## src/rtl/hazard_pkg.sv

```systemverilog
// Shared types, constants and a parameter sanity check for the pipeline
// hazard / forwarding controller.
package hazard_pkg;

    // Widest register address the tracker entry can hold.
    localparam int REG_AW_MAX  = 8;
    // Holds BRANCH_PENALTY-1 for penalties up to 3.
    localparam int FLUSH_CNT_W = 2;

    typedef enum logic [1:0] {
        FWD_RF  = 2'd0,
        FWD_EX  = 2'd1,
        FWD_MEM = 2'd2,
        FWD_WB  = 2'd3
    } fwd_sel_e;

    typedef struct packed {
        logic                  valid;
        logic [REG_AW_MAX-1:0] rd;
        logic                  wr_en;
        logic                  is_load;
    } track_entry_t;

    localparam int ENTRY_W = $bits(track_entry_t);

    function automatic logic hazard_params_ok(
        input int reg_aw,
        input int track_depth,
        input int branch_penalty,
        input int cnt_w
    );
        return (reg_aw >= 1) && (reg_aw <= REG_AW_MAX) &&
               (track_depth >= 2) && (track_depth <= 4) &&
               (branch_penalty >= 1) && (branch_penalty <= 3) &&
               (cnt_w >= 1);
    endfunction

endpackage

```

## src/rtl/hazard_tracker.sv

```systemverilog
// Shadow pipeline of in-flight destination registers: entry 0 is execute,
// higher entries are later stages. Advances, holds, or inserts a bubble.
module hazard_tracker
    import hazard_pkg::*;
#(
    parameter int TRACK_DEPTH = 3
) (
    input  logic                           clk,
    input  logic                           rst,
    input  logic                           advance,
    input  logic                           insert_bubble,
    input  logic [ENTRY_W-1:0]             new_entry,
    output logic [TRACK_DEPTH*ENTRY_W-1:0] entries
);

    track_entry_t [TRACK_DEPTH-1:0] entries_q;
    track_entry_t [TRACK_DEPTH-1:0] entries_d;
    track_entry_t                   ins_entry;

    always_comb begin
        ins_entry = track_entry_t'(new_entry);
        if (insert_bubble) begin
            ins_entry = '0;
        end

        entries_d = entries_q;
        if (advance) begin
            entries_d[0] = ins_entry;
            for (int k = 1; k < TRACK_DEPTH; k++) begin
                entries_d[k] = entries_q[k-1];
            end
        end
    end

    always_ff @(posedge clk or negedge rst) begin
        if (!rst) begin
            entries_q <= '0;
        end else begin
            entries_q <= entries_d;
        end
    end

    assign entries = entries_q;

endmodule

```

## src/rtl/hazard_unit.sv

```systemverilog
// Hazard, forwarding and stall/flush controller for the five-stage in-order
// pipeline: forwarding selects, load-use bubbles, branch flushes, memory freeze.
module hazard_unit
    import hazard_pkg::*;
#(
    parameter  int REG_AW         = 5,
    parameter  int TRACK_DEPTH    = 3,
    parameter  int BRANCH_PENALTY = 2,
    parameter  int CNT_W          = 32,
    localparam int SEL_W          = $clog2(TRACK_DEPTH + 1)
) (
    input  logic              clk,
    input  logic              rst,
    input  logic              id_valid,
    input  logic [REG_AW-1:0] id_rs1,
    input  logic [REG_AW-1:0] id_rs2,
    input  logic              id_rs1_used,
    input  logic              id_rs2_used,
    input  logic [REG_AW-1:0] id_rd,
    input  logic              id_wr_enable,
    input  logic              id_mem_to_reg,
    input  logic              ex_branch_taken,
    input  logic              mem_req,
    input  logic              mem_ready,
    output logic              stall_fetch,
    output logic              stall_decode,
    output logic              bubble_execute,
    output logic              flush_decode,
    output logic              pipe_freeze,
    output logic [SEL_W-1:0]  fwd_sel_rs1,
    output logic [SEL_W-1:0]  fwd_sel_rs2,
    output logic [CNT_W-1:0]  stall_cycles,
    output logic [CNT_W-1:0]  flush_cycles
);

    localparam logic [FLUSH_CNT_W-1:0] FLUSH_RELOAD = FLUSH_CNT_W'(BRANCH_PENALTY - 1);

    if (!hazard_params_ok(REG_AW, TRACK_DEPTH, BRANCH_PENALTY, CNT_W)) begin : g_bad_params
        $error("hazard_unit: illegal parameter combination");
    end

    track_entry_t [TRACK_DEPTH-1:0] trk;
    logic [TRACK_DEPTH*ENTRY_W-1:0] trk_flat;
    track_entry_t                   new_entry;
    logic                           insert_bubble;

    logic [REG_AW_MAX-1:0] rs1_ext;
    logic [REG_AW_MAX-1:0] rs2_ext;
    logic [REG_AW_MAX-1:0] rd_ext;
    logic [SEL_W-1:0]      sel1;
    logic [SEL_W-1:0]      sel2;
    logic                  lu_hit;

    logic freeze;
    logic branch;
    logic flush;
    logic load_use;
    logic stall;

    logic [FLUSH_CNT_W-1:0] flush_cnt_q, flush_cnt_d;
    logic [CNT_W-1:0]       stall_cnt_q, stall_cnt_d;
    logic [CNT_W-1:0]       flush_cyc_q, flush_cyc_d;

    // True when entry e produces the register a decode source is reading.
    // exclude_load drops loads, whose data is not yet available in execute.
    function automatic logic fwd_hit(
        input track_entry_t          e,
        input logic [REG_AW_MAX-1:0] rs,
        input logic                  used,
        input logic                  exclude_load
    );
        return used && (rs != '0) && e.valid && e.wr_en && (e.rd == rs) &&
               !(exclude_load && e.is_load);
    endfunction

    hazard_tracker #(
        .TRACK_DEPTH (TRACK_DEPTH)
    ) u_tracker (
        .clk           (clk),
        .rst           (rst),
        .advance       (!freeze),
        .insert_bubble (insert_bubble),
        .new_entry     (new_entry),
        .entries       (trk_flat)
    );

    assign trk = trk_flat;

    always_comb begin
        rs1_ext = '0;
        rs2_ext = '0;
        rd_ext  = '0;
        rs1_ext[REG_AW-1:0] = id_rs1;
        rs2_ext[REG_AW-1:0] = id_rs2;
        rd_ext[REG_AW-1:0]  = id_rd;

        new_entry         = '0;
        new_entry.valid   = 1'b1;
        new_entry.rd      = rd_ext;
        new_entry.wr_en   = id_wr_enable;
        new_entry.is_load = id_mem_to_reg;
    end

    // Scan from the oldest entry down so the youngest producer wins.
    always_comb begin
        sel1 = SEL_W'(FWD_RF);
        sel2 = SEL_W'(FWD_RF);
        for (int k = TRACK_DEPTH - 1; k >= 0; k--) begin
            if (fwd_hit(trk[k], rs1_ext, id_rs1_used, k == 0)) begin
                sel1 = SEL_W'(k + 1);
            end
            if (fwd_hit(trk[k], rs2_ext, id_rs2_used, k == 0)) begin
                sel2 = SEL_W'(k + 1);
            end
        end
        lu_hit = trk[0].is_load &&
                 (fwd_hit(trk[0], rs1_ext, id_rs1_used, 1'b0) ||
                  fwd_hit(trk[0], rs2_ext, id_rs2_used, 1'b0));
    end

    // mem_req/mem_ready: a data access completes on the cycle both are high;
    // while mem_req is high and mem_ready low, every pipeline register holds.
    always_comb begin
        freeze        = rst && mem_req && !mem_ready;
        branch        = rst && ex_branch_taken && !freeze;
        flush         = branch || (!freeze && (flush_cnt_q != '0));
        load_use      = rst && id_valid && lu_hit && !flush && !freeze;
        stall         = freeze || load_use;
        insert_bubble = !id_valid || flush || load_use;
    end

    always_comb begin
        flush_cnt_d = flush_cnt_q;
        if (!freeze) begin
            if (branch) begin
                flush_cnt_d = FLUSH_RELOAD;
            end else if (flush_cnt_q != '0) begin
                flush_cnt_d = flush_cnt_q - FLUSH_CNT_W'(1);
            end
        end

        stall_cnt_d = stall_cnt_q + CNT_W'(stall);
        flush_cyc_d = flush_cyc_q + CNT_W'(flush);
    end

    always_ff @(posedge clk or negedge rst) begin
        if (!rst) begin
            flush_cnt_q <= '0;
            stall_cnt_q <= '0;
            flush_cyc_q <= '0;
        end else begin
            flush_cnt_q <= flush_cnt_d;
            stall_cnt_q <= stall_cnt_d;
            flush_cyc_q <= flush_cyc_d;
        end
    end

    assign stall_fetch    = stall;
    assign stall_decode   = stall;
    assign bubble_execute = load_use;
    assign flush_decode   = flush;
    assign pipe_freeze    = freeze;
    assign fwd_sel_rs1    = sel1;
    assign fwd_sel_rs2    = sel2;
    assign stall_cycles   = stall_cnt_q;
    assign flush_cycles   = flush_cyc_q;

endmodule

```

## config.mk

```make
export PLATFORM = sky130hd
export DESIGN_NAME = hazard_unit
export DESIGN_NICKNAME = d
export VERILOG_FILES = /design/src/rtl/hazard_pkg.sv /design/src/rtl/hazard_tracker.sv /design/src/rtl/hazard_unit.sv
export SDC_FILE = /design/constraint.sdc
export NUM_CORES = 1
export LEC_CHECK = 0
export ABC_AREA = 1
export CORE_MARGIN = 4
export CORE_UTILIZATION = 57
export CTS_BUF_LIST = sky130_fd_sc_hd__clkbuf_2
export CTS_CLUSTER_DIAMETER = 30
export CTS_CLUSTER_SIZE = 40
export DETAILED_ROUTE_END_ITERATION = 7
export PLACE_DENSITY = 0.95
export SLEW_MARGIN = 20
export SYNTH_ARGS = -nofsm -noshare
export SYNTH_HDL_FRONTEND = slang
export SYNTH_SLANG_ARGS = --single-unit
```

## constraint.sdc

```tcl
create_clock -name clk -period 8.3 [get_ports clk]
set_input_delay 0.83 -clock clk [delete_from_list [all_inputs] [get_ports clk]]
set_output_delay 0.83 -clock clk [all_outputs]
set_load 0.1 [all_outputs]
```

==> Word level (Yosys, flattened, before mapping) <==
Cells that the tools add are included.
{ "totals": {"in_bits": 25, "word_cells": 79, "regBits": 97, "out_inout_bits": 73} }
{ "classes": {"n_eq_ne": 6, "add_sub_neg": 3, "mux": 9, "reduce_logical": 47, "bitwise_logic": 1} }
{ "ops": {"columns": ["cell", "count"], "rows": [
  ["$add 32x1->32", 2],
  ["$eq 8x5->1", 6],
  ["$logic_and 1x1->1", 32],
  ["$mux 2", 8],
  ["$reduce_bool 8->1", 2],
  ["$mux 11", 1],
  ["$logic_not 1->1", 5],
  ["$logic_or 1x1->1", 5],
  ["$reduce_bool 2->1", 2],
  ["$reduce_and 2->1", 1],
  ["$sub 2x1->2 const B", 1],
  ["$not 1->1", 1]
]} }

==> Logic depth before layout (Yosys ltp) <==
Gate-level depths: netlist of the first run.
{ "depth": {"word_depth": 12, "ltp_mapped": 20, "ltp_nobuf": 20} }

==> Hierarchy <==
Synthesis of the first run repeated with hierarchy kept, for this count alone.
{ "unflattened": {"hier_cells": 677, "area_unflattened_um2": 5397.7} }
{ "modules_own_cells": {"columns": ["module", "cells_per_inst", "seq_area_each_um2", "area_per_inst_um2", "instances"], "rows": [
  ["hazard_unit", 535, 1651.6, 4097.7, 1],
  ["hazard_tracker", 142, 825.8, 1300.0, 1]
]} }

==> Least setup slack after synthesis of the first run <==
Ideal clock, no wire load.
{ "synth_timing": {"kind": "input to output", "startpoint": "input port id_rs2[4]", "endpoint": "output port fwd_sel_rs2[0]", "path_stages": 4, "path_slack_ps": 4112, "n_path_buf": 0, "arrival_time_ps": 3358, "t_required_ps": 7470, "path_cell_list": "xor2_1 -> nor3_1 -> nand4_1 -> o21ai_0"} }
{ "synth_via": {"elab_chain_len": 8, "word_cells_on_any_way": 18, "cone_classes": "eq/ne (3); mux (3); reduce/logical (12)"} }
{ "synth_rtl": {"columns": ["element", "line", "text"], "rows": [
  ["start, declared", "hazard_unit.sv:16", "input logic [REG_AW-1:0] id_rs2,"],
  ["$reduce_bool 8->1", "hazard_unit.sv:72", "return used && (rs != '0) && e.valid && e.wr_en && (e.rd == rs) &&"],
  ["$logic_and 1x1->1 (4 in a row)", "hazard_unit.sv:72", null],
  ["$mux 2 (2 in a row)", "hazard_unit.sv:112", "if (fwd_hit(trk[k], rs2_ext, id_rs2_used, k == 0)) begin"],
  ["$mux 2 (*)", "hazard_unit.sv:112", null],
  ["end, declared", "hazard_unit.sv:31", "output logic [SEL_W-1:0] fwd_sel_rs2,"]
]} }
Every way passes the cells marked *; elsewhere a longest branch is shown, timed or not.

==> Final worst setup path of the first run <==
{ "layout_timing": {"startpoint": "input port rst", "endpoint": "output port stall_fetch"} }
{ "layout_via": {"elab_chain_len": 9, "word_cells_on_any_way": 13, "cone_classes": "reduce/logical (13)"} }
{ "layout_rtl": {"columns": ["element", "line", "text"], "rows": [
  ["start, declared", "hazard_unit.sv:13", "input logic rst,"],
  ["$logic_and 1x1->1 (2 in a row)", "hazard_unit.sv:124", "freeze = rst && mem_req && !mem_ready;"],
  ["$logic_not 1->1", null, null],
  ["$logic_and 1x1->1, on equally long branches", "hazard_unit.sv:125, hazard_unit.sv:126", null],
  ["$logic_or 1x1->1", "hazard_unit.sv:126", "flush = branch || (!freeze && (flush_cnt_q != '0));"],
  ["$logic_not 1->1", "hazard_unit.sv:127", "load_use = rst && id_valid && lu_hit && !flush && !freeze;"],
  ["$logic_and 1x1->1 (2 in a row)", "hazard_unit.sv:127", null],
  ["$logic_or 1x1->1 (*)", "hazard_unit.sv:128", "stall = freeze || load_use;"],
  ["end, declared", "hazard_unit.sv:25", "output logic stall_fetch,"]
]} }
Marks and branches as above.

==> results of run 1 <==
[power by group through the flow]
| stage | logic [mW] | registers (mW) | clock network [mW] |
|---|---|---|---|
| floorplan | 0.118 | 0.743 | 0 |
| global placement | 0.443 | 0.536 | 0 |
| detailed placement | 0.457 | 0.540 | 0 |
| CTS | 0.459 | 0.532 | 0.207 |
| global route | 0.479 | 0.540 | 0.230 |
| finish | 0.456 | 0.533 | 0.204 |
[logic make-up (layout without fill, tap and decap cells)]
| logic type | after synthesis | in the layout | share of synthesized area [%] |
|---|---|---|---|
| DFF | 88 | 88 | 47.0 |
| xor gates and xnor gates | 69 | 69 | 12.9 |
| AOI/OAI and AO/OA | 33 | 33 | 3.58 |
| and+or+nand+nor | 286 | 286 | 29.2 |
| buffers and inverters | 74 | 182 | 6.06 |
| adders and majority gates | 5 | 5 | 1.33 |
[final cells by class]
class                   instances  area [um^2]
clock buffers                  11         55.1
clock inverters                 5         47.5
fillers                       557         1980
inverters                      68          255
multi-input cells             393         2200
flip-flops and latches         88         2200
well taps                     102          128
repair buffers                 98          976
[per-layer routing]
| metal | vias to the layer above | global-route usage [%] | wire length, um |
|---|---|---|---|
| met2 | 169 | 41.4 | 5890 |
| li1 | 1985 | - | - |
| met1 | 1965 | 33.4 | 5010 |
| met3 | 37 | 6.02 | 717 |
| met5 | - | 0 | 0 |
| met4 | 0 | 8.72 | 342 |
[worst max-delay path: stages]
cell             delay (ps)
buf_4                   340
inv_1                   110
nor2_1                  110
nand2_1                 480
o21ai_0                 310
nand2_1                 130
nor3_1                  190
nand2_2                 150
nand2_1                 150
clkdlybuf4s50_1        1180
[registers in the layout, indices dropped and copies added, names as in the netlist]
| register | cells |
|---|---|
| u_tracker.entries | 22 |
| flush_cnt_q | 2 |
| flush_cycles | 32 |
| stall_cycles | 32 |
[cell usage in the layout (no fill, tap or decap)]
| master | netlist | final |
|---|---|---|
| nor3_4 | 3 | 3 |
| clkinv_1 | 1 | 3 |
| clkdlybuf4s50_1 | 0 | 96 |
| nand3_2 | 2 | 2 |
| dfrtp_1 | 88 | 88 |
| buf_4 | 1 | 2 |
| bufinv_16 | 0 | 1 |
| nor2_1 | 43 | 43 |
| inv_1 | 65 | 65 |
| nand2_4 | 1 | 1 |
| nor2_2 | 4 | 4 |
| nand3b_1 | 2 | 2 |
| o21ai_0 | 21 | 21 |
| nand3_1 | 20 | 20 |
| clkinv_2 | 0 | 2 |
| nand2_1 | 143 | 143 |
| nand4_4 | 1 | 1 |
| nor2_4 | 6 | 6 |
| a21oi_1 | 11 | 11 |
| nand4_1 | 33 | 33 |
| xor2_1 | 42 | 42 |
| clkbuf_2 | 0 | 11 |
| and2_1 | 1 | 1 |
| nand2_2 | 3 | 3 |
| and3_1 | 1 | 1 |
| ha_1 | 5 | 5 |
| nor3_1 | 21 | 21 |
| nor4_1 | 1 | 1 |
| xnor2_1 | 27 | 27 |
| nor3_2 | 1 | 1 |
| inv_2 | 2 | 2 |
| o211ai_1 | 1 | 1 |
[cell usage after synthesis (2+ instances only)]
cell type	number	area, um^2
nor3_4	3	48.8
nand2_2	3	18.8
xnor2_1	27	236
nor2_4	6	67.6
nand2_1	143	537
nand3b_1	2	15.0
nor3_1	21	105
o21ai_0	21	105
dfrtp_1	88	2200
nand4_1	33	206
nor2_2	4	25.0
nor2_1	43	161
buf_2	2	10.0
buf_1	2	7.51
ha_1	5	62.6
nand3_1	20	100
nand3_2	2	20.0
xor2_1	42	368
inv_2	2	7.51
a21oi_1	11	55.1
inv_1	65	244
[stage by stage]
step / utilization (%) / total power, mW / hold WS (ps) / std cells
floorplan: - / 0.862 / 449 / 555
global placement: 73.4 / 0.978 / 460 / 749
detailed placement: 73.4 / 0.998 / 478 / 749
CTS: 74.7 / 1.20 / 179 / 765
global route: 74.7 / 1.25 / 154 / 765
finish: 74.7 / 1.19 / 195 / 765
[worst max path at each step]
| stage | startpoint | end | slack [ps] | cells after the start |
|---|---|---|---|---|
| finish | rst | stall_fetch | 3460 | 10 |
| global route | rst | stall_decode | 3000 | 10 |
| CTS | rst | stall_fetch | 3430 | 10 |
| detailed placement | rst | stall_fetch | 3430 | 10 |
| global placement | mem_ready | bubble_execute | 3590 | 6 |
| floorplan | id_rs2[4] | fwd_sel_rs2[0] | 4110 | 4 |
==> impl_metrics.yaml, run 1 <==
timing:
  drv_slew: 0
  maxSlewHeadroom_pct: 32.6
  rsz0062_at_grt: "false"
  finalSetupViolCount: 0
  fin_crit_sh_pct: 58.3
  finalSetupTns_ps: 0
  max_freq_mhz: 207
  worst_slew_pin_slew_ps: 1010
  hold_viol_final: 0
  worst_clock_skew_ps: 22.0
  setup_slack_ps: 3460
  min_period_ps: 4840
power:
  sequentialPowerShare_pct: 44.7
  p_clk_share_pct: 17.1
  peakVddDrop_mv: 0.169
  switching_share_pct: 44.8
  power_frac_comb_pct: 38.2
  power_leakage_nw: 2.80
  powerDensity_mw_per_mm2: 203
  p_sw_uw: 535
  cellInternalPower_uw: 658
hold_path:
  hold_path.class: "in2async"
route:
  wl_per_cell_um: 15.6
  avgViaCountPerCell: 5.43
  ant_nets: 0
  routed_wl_um: 12000
  via_count: 4156
  drtIter0Drc: 259
  drt-pass1-iter-count: 6
  drc: 0
layout:
  antenna_cells: 0
  stdcell_area_mm2: 0.00586
  syn2layout_area_growth_pct: 25.1
  final_layout_size_suffix_gt1_share_pct: 5.88
  nets: 688
critical_path:
  cp-end-kind: "output port"
  worstSetupPathType: "in2out"
  reg2reg_depth: 18
  cp-start-kind: "primary input"
  reg2reg_to: "stall_cycles[30]"
  r2r_start: "flush_cnt_q[0]"
  worst_ep_arrival_time_ps: 4010
  cp_max_fo: 31
  cp.required_ps: 7470
  r2r_setup_slack_ps: 5190
placement:
  place_area_mm2: 0.00576
  io_buffers: 97
  detailed_place_hpwl_um: 9250
  gp_congestion: 0.965
  pre_cts_ws_ps: 3430
grt:
  antenna_found_initial: 0
  track_usage_pct: 25.4
  grt_start_max_net_pins: 63
  grt_first_pass_wirelength_um: 19900
  grt_pass1_vias: 4157
  gr-total-overflow: 0
cts:
  cts-hold-fix-buffers: 0
  root_buffer: "clkbuf_2"
  cts_resized: 0
  post-cts-setup-buffer-count: 0
  clk_pin_slew_ps: 220
  clk_path_buf_depth: 2
  insertion_delay_ps: 510
  cts_buffers: 9
  cts_max_level: 3
  cts_tree: "built"
  clock-sinks: 88
floorplan:
  rows: 32
  start_util_pct: 59.7
  io_pins: 98
  fp.dieH_um: 98.7
  die-area_mm2: 0.00974
  die_width_um: 98.7
  core_mm2: 0.00785
logic_synthesis:
  ys_ff_latch: 88
  synth_area_mm2: 0.00469
  synth_cell_types: 31
  syn_inst: 555
  synth_fp_nets: 585
  synth_edf_count: 0
  async_flop_share_pct: 100
  synth_flop_cell: "dfrtp_1"
  yosysWarnings: 0
  syn_area_per_cell_um2: 8.45
  ys_seq_area_share_pct: 47.0
outcome:
  status: "complete, no violations"
run:
  drv_cap: 0
Power figures use the tool's default switching activity.
==> run 2, diff against run 1 <==
--- a/config.mk
+++ b/config.mk
@@ -7,12 +7,12 @@
 export LEC_CHECK = 0
 export ABC_AREA = 1
 export CORE_MARGIN = 4
-export CORE_UTILIZATION = 57
+export CORE_UTILIZATION = 53
 export CTS_BUF_LIST = sky130_fd_sc_hd__clkbuf_2
 export CTS_CLUSTER_DIAMETER = 30
 export CTS_CLUSTER_SIZE = 40
 export DETAILED_ROUTE_END_ITERATION = 7
-export PLACE_DENSITY = 0.95
+export PLACE_DENSITY = 0.9
 export SLEW_MARGIN = 20
 export SYNTH_ARGS = -nofsm -noshare
 export SYNTH_HDL_FRONTEND = slang
==> constraint.sdc (replaced) <==
create_clock -name clk -period 4.5 [get_ports clk]
set_input_delay 0.45 -clock clk [delete_from_list [all_inputs] [get_ports clk]]
set_output_delay 0.45 -clock clk [all_outputs]
set_load 0.1 [all_outputs]
==> run 2 against run 1 <==
Die area grew 6.9%. Final area grew 0.11%. Hold slack gained 73 ps. Sequential power grew 84%. Combinational power grew 82%. Critical endpoint is now stall_cycles[30]. Highest routed layer unchanged.
==> impl_metrics.yaml, run 2 (synthesized netlist as in run 1, its figures left out) <==
route:
  routed_wl_um: 11800
  avgViaCountPerCell: 5.45
  wl_per_cell_um: 15.3
  drc: 0
  drtIter0Drc: 274
  ant_nets: 0
  via_count: 4213
  drt-pass1-iter-count: 5
cts:
  insertion_delay_ps: 550
  cts-hold-fix-buffers: 1
  clk_path_buf_depth: 2
  cts_tree: "built"
  post-cts-setup-buffer-count: 0
  clock-sinks: 88
  clk_pin_slew_ps: 260
  cts_resized: 0
  cts_buffers: 9
  cts_max_level: 3
  root_buffer: "clkbuf_2"
grt:
  antenna_found_initial: 0
  grt_pass1_vias: 4117
  gr-total-overflow: 0
  grt_first_pass_wirelength_um: 19600
  grt_start_max_net_pins: 71
  track_usage_pct: 23.7
critical_path:
  cp_slowest_cell: "dlygate4sd3_1"
  r2r_start: "flush_cnt_q[0]"
  cp_max_fo: 31
  cp-start-kind: "primary input"
  cp.required_ps: 4950
  worstPathCellList: "dlygate4sd3_1 -> buf_4 -> inv_1 -> nor2_1 -> nand2_1 -> buf_4 -> o21ai_0 -> nand2_1 -> nor3_1 -> nand2_2 -> nand2_1 -> ha_1 -> ha_1 -> nand2_2 -> nor2_4 -> nand4_4 -> nor2_4 -> nand2_4 -> nor2_4 -> nand3_1 -> and2_1"
  max_stage_delay_ps: 520
  worst_ep_arrival_time_ps: 3960
  critPathLaunch: "rst"
  worstSetupPathType: "in2reg"
  cp-end-kind: "flop"
floorplan:
  core_mm2: 0.00868
  io_pins: 98
  die_width_um: 102
  start_util_pct: 54.0
  fp.dieH_um: 102
  rows: 34
  die-area_mm2: 0.0104
timing:
  maxSlewHeadroom_pct: 32.8
  worst_slew_pin_slew_ps: 1000
  finalSetupTns_ps: 0
  hold_viol_final: 0
  max_freq_mhz: 285
  rsz0062_at_grt: "false"
  fin_crit_sh_pct: 78.1
  finalSetupViolCount: 0
  min_period_ps: 3510
  worst_clock_skew_ps: 32.7
  drv_slew: 0
power:
  power_frac_comb_pct: 38.3
  sequentialPowerShare_pct: 45.3
  p_clk_share_pct: 16.4
  power.total_mw: 2.17
  peakVddDrop_mv: 0.370
  power_leakage_nw: 2.81
  cellInternalPower_mw: 1.16
  powerDensity_mw_per_mm2: 370
  switching_share_pct: 46.5
  p_sw_mw: 1.01
run:
  drv_cap: 0
placement:
  gp_congestion: 0.970
  io_buffers: 97
  detailed_place_hpwl_um: 9090
layout:
  final_layout_size_suffix_gt1_share_pct: 7.22
  antenna_cells: 0
  syn2layout_area_growth_pct: 25.3
  nets: 690
  final_common_cell: "nand2_1"
  layout_common_cells: "143 x nand2_1, 90 x clkdlybuf4s50_1, 88 x dfrtp_1"
outcome:
  status: "complete, no violations"
hold_path:
  hold_path.class: "in2async"
[run 2: cell count changes in the layout (fill, tap and decap cells not counted)]
| cell | previous run | this run |
|---|---|---|
| clkinv_1 | 3 | 1 |
| clkinv_4 | 0 | 1 |
| clkbuf_2 | 11 | 9 |
| inv_6 | 0 | 2 |
| clkinvlp_4 | 0 | 3 |
| clkdlybuf4s50_1 | 96 | 90 |
| clkinv_2 | 2 | 1 |
| dlygate4sd3_1 | 0 | 1 |
| buf_4 | 2 | 9 |
| bufinv_16 | 1 | 0 |
[run 2: worst paths after layout]
| check | slack, ps | cells after the start | to |
|---|---|---|---|
| setup / recovery | 990 | 21 | stall_cycles[30] |
| hold / removal | 270 | 2 | flush_cycles[8] |
| setup reg to reg | 1420 | 18 | stall_cycles[30] |
| hold reg to reg | 520 | 1 | stall_cycles[27] |
| max in group asynchronous | 3060 | 3 | stall_cycles[10] |
| min in group clk | 440 | 3 | u_tracker.entries[2] |
[run 2: layer usage]
| layer | up-vias | share of wire (%) | GRT usage (%) |
|---|---|---|---|
| li1 | 1991 | - | - |
| met1 | 1999 | 42 | 31.7 |
| met2 | 198 | 49 | 38.3 |
| met3 | 25 | 7.1 | 5.46 |
| met4 | 0 | 2.3 | 7.67 |
| met5 | - | 0 | 0 |
[run 2: worst max-delay path, delay by kind of cell]
kind	cells	cell delay (ps)
AO/OA/AOI/OAI	1	130
adder cells (fa/ha/maj)	2	400
buffers and inverters	4	1120
AND/OR/NAND/NOR	14	1840
[run 2: layout make-up]
cell class                 count  area (um^2)
inverter                      68          255
tap                          108          135
timing repair buffer         100          978
fill                         683         2810
sequential                    88         2200
multi-input combinational    393         2200
clock buffer                   9         45.0
clock inverter                 7         53.8
[run 2: metrics by stage]
stage	util, %	hold WS [ps]	std cells	area, um^2	setup slack (ps)
detailed placement	66.4	356	756	5760	922
CTS	67.6	216	773	5870	1020
global placement	66.4	350	756	5760	1180
global route	67.6	225	773	5870	767
floorplan	-	154	555	4690	992
finish	67.6	267	773	5870	985
[run 2: power groups by stage]
| stage | logic (mW) | clock network [mW] | registers (mW) |
|---|---|---|---|
| final | 0.832 | 0.356 | 0.983 |
| after global placement | 0.819 | 0 | 0.990 |
| after floorplan | 0.218 | 0 | 1.37 |
| after global routing | 0.879 | 0.405 | 0.996 |
| after CTS | 0.837 | 0.368 | 0.982 |
| after detailed placement | 0.834 | 0 | 0.997 |
